--- src/rtl/med_pkg.sv ---
// Shared types and constants for the MED median sequencer and its datapath.
package med_pkg;

  localparam int N_DEFAULT = 9;
  localparam int DW        = 8;

  typedef enum logic [2:0] {
    IDLE,
    LOAD,
    SORT_LO,
    SORT_HI,
    DRAIN,
    OUT
  } med_state_t;

  // Cycles from the first DSI cycle of a burst to the DSO pulse.
  function automatic int med_lat(input int n);
    return n + ((n - 1) / 2) * n + (n - 1) / 2;
  endfunction

endpackage

--- src/rtl/med_ctrl_if.sv ---
// Pixel/strobe bus between the pixel source and med_ctrl.
// ERR exists only when MED_CTRL_ERR_EN is defined.
interface med_ctrl_if import med_pkg::*; ();

  logic          dsi;
  logic [DW-1:0] di;
  logic          ready;
  logic          byp;
  logic          mdsi;
  logic          dso;
  logic [DW-1:0] dout;
`ifdef MED_CTRL_ERR_EN
  logic          err;
`endif

  modport master (
    output dsi, di,
    input  ready, byp, mdsi, dso, dout
`ifdef MED_CTRL_ERR_EN
    , input err
`endif
  );

  modport slave (
    input  dsi, di,
    output ready, byp, mdsi, dso, dout
`ifdef MED_CTRL_ERR_EN
    , output err
`endif
  );

endinterface

--- src/rtl/med.sv ---
// MED median operator: N-register chain with a compare/exchange element at its tail.
module med import med_pkg::*; #(
  parameter int N = N_DEFAULT
) (
  input  logic          clk,
  input  logic          rst,
  input  logic          dsi,
  input  logic          byp,
  input  logic [DW-1:0] di,
  output logic [DW-1:0] dout
);

  logic [DW-1:0] r [N];
  logic [DW-1:0] mx;
  logic [DW-1:0] mn;

  assign mx = (r[N-2] > r[N-1]) ? r[N-2] : r[N-1];
  assign mn = (r[N-2] > r[N-1]) ? r[N-1] : r[N-2];

  // Tail keeps the running maximum while the smaller value recirculates to the head.
  always_ff @(posedge clk) begin
    if (rst) begin
      for (int i = 0; i < N; i++) r[i] <= '0;
    end else begin
      for (int i = 1; i < N - 1; i++) r[i] <= r[i-1];
      r[0]   <= dsi ? di : mn;
      r[N-1] <= byp ? r[N-2] : mx;
    end
  end

  assign dout = r[N-1];

endmodule

--- src/rtl/med_seq_cnt.sv ---
// Loadable down-counter; tc is high while the count sits at zero (last cycle of a phase).
module med_seq_cnt import med_pkg::*; #(
  parameter int W = $clog2(N_DEFAULT + 1)
) (
  input  logic         clk,
  input  logic         rst,
  input  logic         load,
  input  logic [W-1:0] val,
  output logic         tc
);

  logic [W-1:0] cnt;

  always_ff @(posedge clk) begin
    if (rst) begin
      cnt <= '0;
    end else if (load) begin
      cnt <= val;
    end else if (cnt != '0) begin
      cnt <= cnt - W'(1);
    end
  end

  assign tc = (cnt == '0);

endmodule

--- src/rtl/med_ctrl.sv ---
// Burst sequencer driving MED through load, partial-sort passes and drain.
// Optional ERR output and error detection enabled by defining MED_CTRL_ERR_EN.
module med_ctrl import med_pkg::*; #(
  parameter int N = N_DEFAULT
) (
  input  logic       clk,
  input  logic       rst,
  med_ctrl_if.slave  bus
);

  localparam int R  = (N - 1) / 2;
  localparam int CW = $clog2(N + 1);
  localparam int PW = $clog2(R + 1);

  med_state_t    state, state_n;
  logic [CW-1:0] lcnt, lcnt_n;
  logic [PW-1:0] pass, pass_n;
  logic          cnt_load;
  logic [CW-1:0] cnt_val;
  logic          cnt_tc;
  logic          byp_c;
  logic          dso_c;
  logic          byp_o;
  logic [DW-1:0] med_do;

  always_ff @(posedge clk) begin
    if (rst) begin
      state <= IDLE;
      lcnt  <= '0;
      pass  <= '0;
    end else begin
      state <= state_n;
      lcnt  <= lcnt_n;
      pass  <= pass_n;
    end
  end

  // Phase counter is loaded with (length - 1) on the transition into each timed phase.
  always_comb begin
    state_n  = state;
    lcnt_n   = lcnt;
    pass_n   = pass;
    cnt_load = 1'b0;
    cnt_val  = '0;
    byp_c    = 1'b0;
    dso_c    = 1'b0;
    case (state)
      IDLE: begin
        byp_c = bus.dsi;
        if (bus.dsi) begin
          state_n = LOAD;
          lcnt_n  = CW'(1);
        end
      end
      LOAD: begin
        byp_c = bus.dsi;
        if (!bus.dsi) begin
          state_n = IDLE;
          lcnt_n  = '0;
        end else if (lcnt == CW'(N - 1)) begin
          state_n  = SORT_LO;
          lcnt_n   = '0;
          pass_n   = '0;
          cnt_load = 1'b1;
          cnt_val  = CW'(N - 2);
        end else begin
          lcnt_n = lcnt + CW'(1);
        end
      end
      SORT_LO: begin
        if (cnt_tc) begin
          state_n  = SORT_HI;
          cnt_load = 1'b1;
          cnt_val  = CW'(pass);
        end
      end
      SORT_HI: begin
        byp_c = 1'b1;
        if (cnt_tc) begin
          cnt_load = 1'b1;
          if (pass < PW'(R - 1)) begin
            state_n = SORT_LO;
            pass_n  = pass + PW'(1);
            cnt_val = CW'(N - 3) - CW'(pass);
          end else begin
            state_n = DRAIN;
            cnt_val = CW'(R - 1);
          end
        end
      end
      DRAIN: begin
        if (cnt_tc) state_n = OUT;
      end
      OUT: begin
        dso_c   = 1'b1;
        state_n = IDLE;
      end
      default: state_n = IDLE;
    endcase
  end

  med_seq_cnt #(.W(CW)) u_cnt (
    .clk  (clk),
    .rst  (rst),
    .load (cnt_load),
    .val  (cnt_val),
    .tc   (cnt_tc)
  );

  // Outputs are forced quiet combinationally so reset takes effect in the same cycle.
  assign byp_o     = byp_c & ~rst;
  assign bus.byp   = byp_o;
  assign bus.mdsi  = byp_o;
  assign bus.dso   = dso_c & ~rst;
  assign bus.ready = (state == IDLE) & ~rst;
  assign bus.dout  = med_do;

`ifdef MED_CTRL_ERR_EN
  logic dsi_q;
  logic short_burst;
  logic spurious;

  always_ff @(posedge clk) begin
    if (rst) dsi_q <= 1'b0;
    else     dsi_q <= bus.dsi;
  end

  assign short_burst = (state == LOAD) & ~bus.dsi;
  assign spurious    = bus.dsi & ~dsi_q & (state != IDLE) & (state != LOAD);
  assign bus.err     = (short_burst | spurious) & ~rst;
`endif

  med #(.N(N)) u_med (
    .clk  (clk),
    .rst  (rst),
    .dsi  (byp_o),
    .byp  (byp_o),
    .di   (bus.di),
    .dout (med_do)
  );

endmodule
--- src/flat_wrapper.sv ---
// flat-port wrapper written by rule: the top's interface ports become plain ports
module med_ctrl_flat import med_pkg::*;
#(
  parameter int N = N_DEFAULT
)
  (clk, rst, bus_dsi, bus_di, bus_ready, bus_byp, bus_mdsi, bus_dso, bus_dout);
  med_ctrl_if bus_i ();
  input  logic clk;
  input  logic rst;
  input wire logic [$bits(bus_i.dsi)-1:0] bus_dsi;
  input wire logic [$bits(bus_i.di)-1:0] bus_di;
  output wire logic [$bits(bus_i.ready)-1:0] bus_ready;
  output wire logic [$bits(bus_i.byp)-1:0] bus_byp;
  output wire logic [$bits(bus_i.mdsi)-1:0] bus_mdsi;
  output wire logic [$bits(bus_i.dso)-1:0] bus_dso;
  output wire logic [$bits(bus_i.dout)-1:0] bus_dout;
  assign bus_i.dsi = bus_dsi;
  assign bus_i.di = bus_di;
  assign bus_ready = bus_i.ready;
  assign bus_byp = bus_i.byp;
  assign bus_mdsi = bus_i.mdsi;
  assign bus_dso = bus_i.dso;
  assign bus_dout = bus_i.dout;
  med_ctrl #(.N(N)) u_core (.clk(clk), .rst(rst), .bus(bus_i));
endmodule
--- config.mk ---
export PLATFORM = sky130hd
export DESIGN_NAME = med_ctrl_flat
export DESIGN_NICKNAME = d
export VERILOG_FILES = /design/src/rtl/med_pkg.sv /design/src/rtl/med_ctrl_if.sv /design/src/rtl/med.sv /design/src/rtl/med_seq_cnt.sv /design/src/rtl/med_ctrl.sv /design/src/flat_wrapper.sv
export SDC_FILE = /design/constraint.sdc
export NUM_CORES = 1
export LEC_CHECK = 0
export ABC_CLOCK_PERIOD_IN_PS = 2600
export BUFFER_PORTS_ARGS = -buffer_cell sky130_fd_sc_hd__buf_2
export CELL_PAD_IN_SITES_DETAIL_PLACEMENT = 1
export CELL_PAD_IN_SITES_GLOBAL_PLACEMENT = 1
export CORE_ASPECT_RATIO = 1.75
export CORE_MARGIN = 2
export CORE_UTILIZATION = 40
export CTS_BUF_LIST = sky130_fd_sc_hd__clkbuf_4 sky130_fd_sc_hd__clkbuf_8
export CTS_CLUSTER_SIZE = 8
export DETAILED_ROUTE_END_ITERATION = 7
export HOLD_SLACK_MARGIN = 0.12
export PLACE_DENSITY_LB_ADDON = 0.1
export SETUP_SLACK_MARGIN = 0.15
export SYNTH_ARGS = -nofsm -noshare
export SYNTH_HDL_FRONTEND = slang
export SYNTH_SLANG_ARGS = --single-unit
--- constraint.sdc ---
create_clock -name clk -period 2.6 [get_ports clk]
set_input_delay 0.13 -clock clk [delete_from_list [all_inputs] [get_ports clk]]
set_output_delay 0.13 -clock clk [all_outputs]
set_load 0.03 [all_outputs]
==> impl_metrics.tcl <==
set metrics [dict create \
    grt_max_degree 98 \
    worstPathMaxFanout 10 \
    whs_endpoint "u_core.u_med.r[0][5]" \
    skew_ns 0.0112 \
    hold_start "bus_di[5]" \
    post-route-cell-area_um2 3740 \
    cts_tree "built" \
    dr.pass1.iters 4 \
    hp-class "in -> reg" \
    fmax_mhz 460 \
    layout_commonest_cell "dfxtp_1" \
    timing.setup.tns_ns 0 \
    p_per_area_nw_per_um2 700 \
    die_h_um 123 \
    clock_latency_ns 0.36 \
    setup.worst_path.end_class "flop" \
    final_cells 461 \
    avgSynthCellArea_um2 9.72 \
    cts_setup_buffers 0 \
    die-area_um2 8880 \
    cts.sinks 86 \
    start_kind "flop" \
    io_buffers 22 \
    whs_ns 0.217 \
    syn_inst 334 \
    cts_root_buf "clkbuf_8" \
    place_congestion 0.756 \
    syn_to_final_growth_pct 15.2 \
    met3_usage_pct 5.05 \
    diodes 0 \
    finalNetCount 389 \
    htree_levels 3 \
    final_cell_mix "86 x dfxtp_1, 60 x nor2b_1, 22 x buf_2, 21 x nor2_1" \
    via_per_inst 5.09 \
    ys_ff_latch 86 \
    outcome "completed" \
    ios 23 \
    worst_pin_slew_ns 0.538 \
    die_w_um 72.1 \
    timing.final.crit_period_ns 2.17 \
    grt_pass1_vias 2405 \
    drt_iter0_drc 86 \
    initial_core_util_pct 41.0 \
    vias 2346 \
    synth_warnings 0 \
    busiest_layer "met2" \
    setup_violations 0 \
    overflow 0 \
    r2r_start "u_core.u_med.r[8][5]" \
    synth_top_flop_cell "dfxtp_1" \
    hpwl_um 4580 \
    min_delay_path_depth 3 \
    cap_violations 0 \
    fp.coreArea_um2 7910 \
    reg2reg_to "u_core.u_med.r[8][7]" \
    relSlewSlack_pct 63.8 \
    rrSetupSlack_ns 0.43 \
    met1_usage_pct 19.2 \
    postRouteAntennaNets 0 \
    grt_pass1_wl_um 11600 \
    fill_cells 899 \
    clk_path_buf_depth 2 \
    syn_area_um2 3250 \
    p_leak_uw 0.00146 \
    ys_types 38 \
    synthArstFlopShare_pct 0 \
    hold_viol_final 0 \
    crit_type "reg -> reg" \
    gr-usage-all-layers_pct 17.3 \
    use_met2_pct 28.7 \
    placed_cells_incl_taps 437 \
    wire_per_inst_um 14.6 \
    peakVddDrop_v 0.000310 \
    crit_required_ns 2.88 \
    wirelength_um 6730 \
    cp.arrival_ns 2.46 \
    final-max-slew-violation-count 0 \
    drcViolationCount 0 \
    dpl_cell_area_um2 3460 \
    fin_crit_sh_pct 83.6 \
    rsz0062_at_grt "false" \
    drive_above_1_share_pct 13.2 \
    path_clk_slew_ns 0.08 \
    num_rows 43 \
    ys_seq_area_share_pct 53.0 \
    reg2regPathDepth 7 \
    syn_nets 357 \
    antenna_found_initial 0 \
    cts_buffers 9 \
    synth_edf_count 0 \
]
## stage by stage
stage	power, uW	util [%]	setup WS, ns
after global routing	2770	47.3	0.202
after detailed placement	1730	43.8	0.298
final	2620	47.3	0.426
after global placement	1720	43.8	0.405
after floorplan	1660	-	0.381
after CTS	2670	47.3	0.255
## cells by family (layout without fill, tap and decap cells)
group                    Yosys count  in the layout  synth area share [%]
multiplexers                       8              8                  2.47
flip-flops                        86             86                  53.0
buffers and inverters             33             70                  4.20
AND/OR/NAND/NOR                  136            136                  23.7
AO/OA/AOI/OAI                     57             57                  11.4
adder cells (fa/ha/maj)           12             12                  4.63
XOR/XNOR                           2              2                 0.540
## final cells by class
type / count / area (um2) / area share (%)
inverter: 16 / 60.1 / 1.61
sequential: 86 / 1720 / 46.0
timing repair buffer: 38 / 263 / 7.03
clock buffer: 10 / 131 / 3.51
clock inverter: 6 / 62.6 / 1.67
tap: 90 / 113 / 3.01
multi-input combinational: 215 / 1390 / 37.1
## report_power, final
| group | internal [uW] | total [uW] | switching (uW) |
|---|---|---|---|
| logic | 140 | 318 | 178 |
| clock network | 453 | 918 | 465 |
| registers | 1360 | 1380 | 22.4 |
## synth_stat cells, types with 2 or more instances
master | count | area share (%)
a211oi_1 | 4 | 0.93
a21o_1 | 2 | 0.46
a21oi_1 | 14 | 2.2
a22oi_1 | 2 | 0.46
a311oi_1 | 9 | 2.4
clkbuf_1 | 14 | 1.6
dfxtp_1 | 86 | 53
ha_1 | 12 | 4.6
inv_1 | 16 | 1.9
mux2i_1 | 8 | 2.5
nand2_1 | 9 | 1.0
nand2b_1 | 16 | 3.1
nand3_1 | 14 | 2.2
nand3b_1 | 2 | 0.46
nand4_1 | 4 | 0.77
nor2_1 | 21 | 2.4
nor2b_1 | 60 | 12
nor3_1 | 2 | 0.31
nor4_1 | 3 | 0.58
o211ai_1 | 2 | 0.46
o21ai_0 | 14 | 2.2
o22ai_1 | 2 | 0.39
o31ai_1 | 2 | 0.46
xnor2_1 | 2 | 0.54
## state kept, by name, indices dropped and copies added, names as in the netlist
signal,flops
u_core.state,3
u_core.pass,3
u_core.u_med.r,72
u_core.u_cnt.cnt,4
u_core.lcnt,4
## timing repair
action,in CTS,in global routing
hold endpoints to repair,8,0
setup endpoints to repair,0,8
hold buffers,8,0
gates resized for setup,0,1
## metal layers
metal / vias up / share of wire (%) / wire, um
met5: - / 0 / 0
met4: 0 / 4.4 / 293
met3: 18 / 3.3 / 223
met2: 29 / 51 / 3400
met1: 1112 / 42 / 2810
li1: 1187 / - / -
## worst max-delay path: stages, from the launching register on
cell     delay [ns]
dfxtp_1        0.37
inv_1          0.05
ha_1           0.30
nand4_1        0.18
nor2_1         0.22
a211o_1        0.34
and3_2         0.43
mux2i_1        0.22
## worst max path at each step
stage                          from              endpoint  slack, ns  cells after the start
6_report       u_core.u_med.r[8][5]  u_core.u_med.r[8][7]       0.43                      7
5_1_grt        u_core.u_med.r[8][7]  u_core.u_med.r[8][1]       0.20                      7
4_1_cts        u_core.u_med.r[8][5]  u_core.u_med.r[8][7]       0.25                      7
3_5_place_dp   u_core.u_med.r[8][7]  u_core.u_med.r[8][7]       0.30                      7
3_3_place_gp   u_core.u_med.r[8][7]  u_core.u_med.r[8][1]       0.41                      7
2_1_floorplan  u_core.u_med.r[8][1]  u_core.u_med.r[8][1]       0.38                      9
Note: power is estimated with default switching activity, not from simulation.
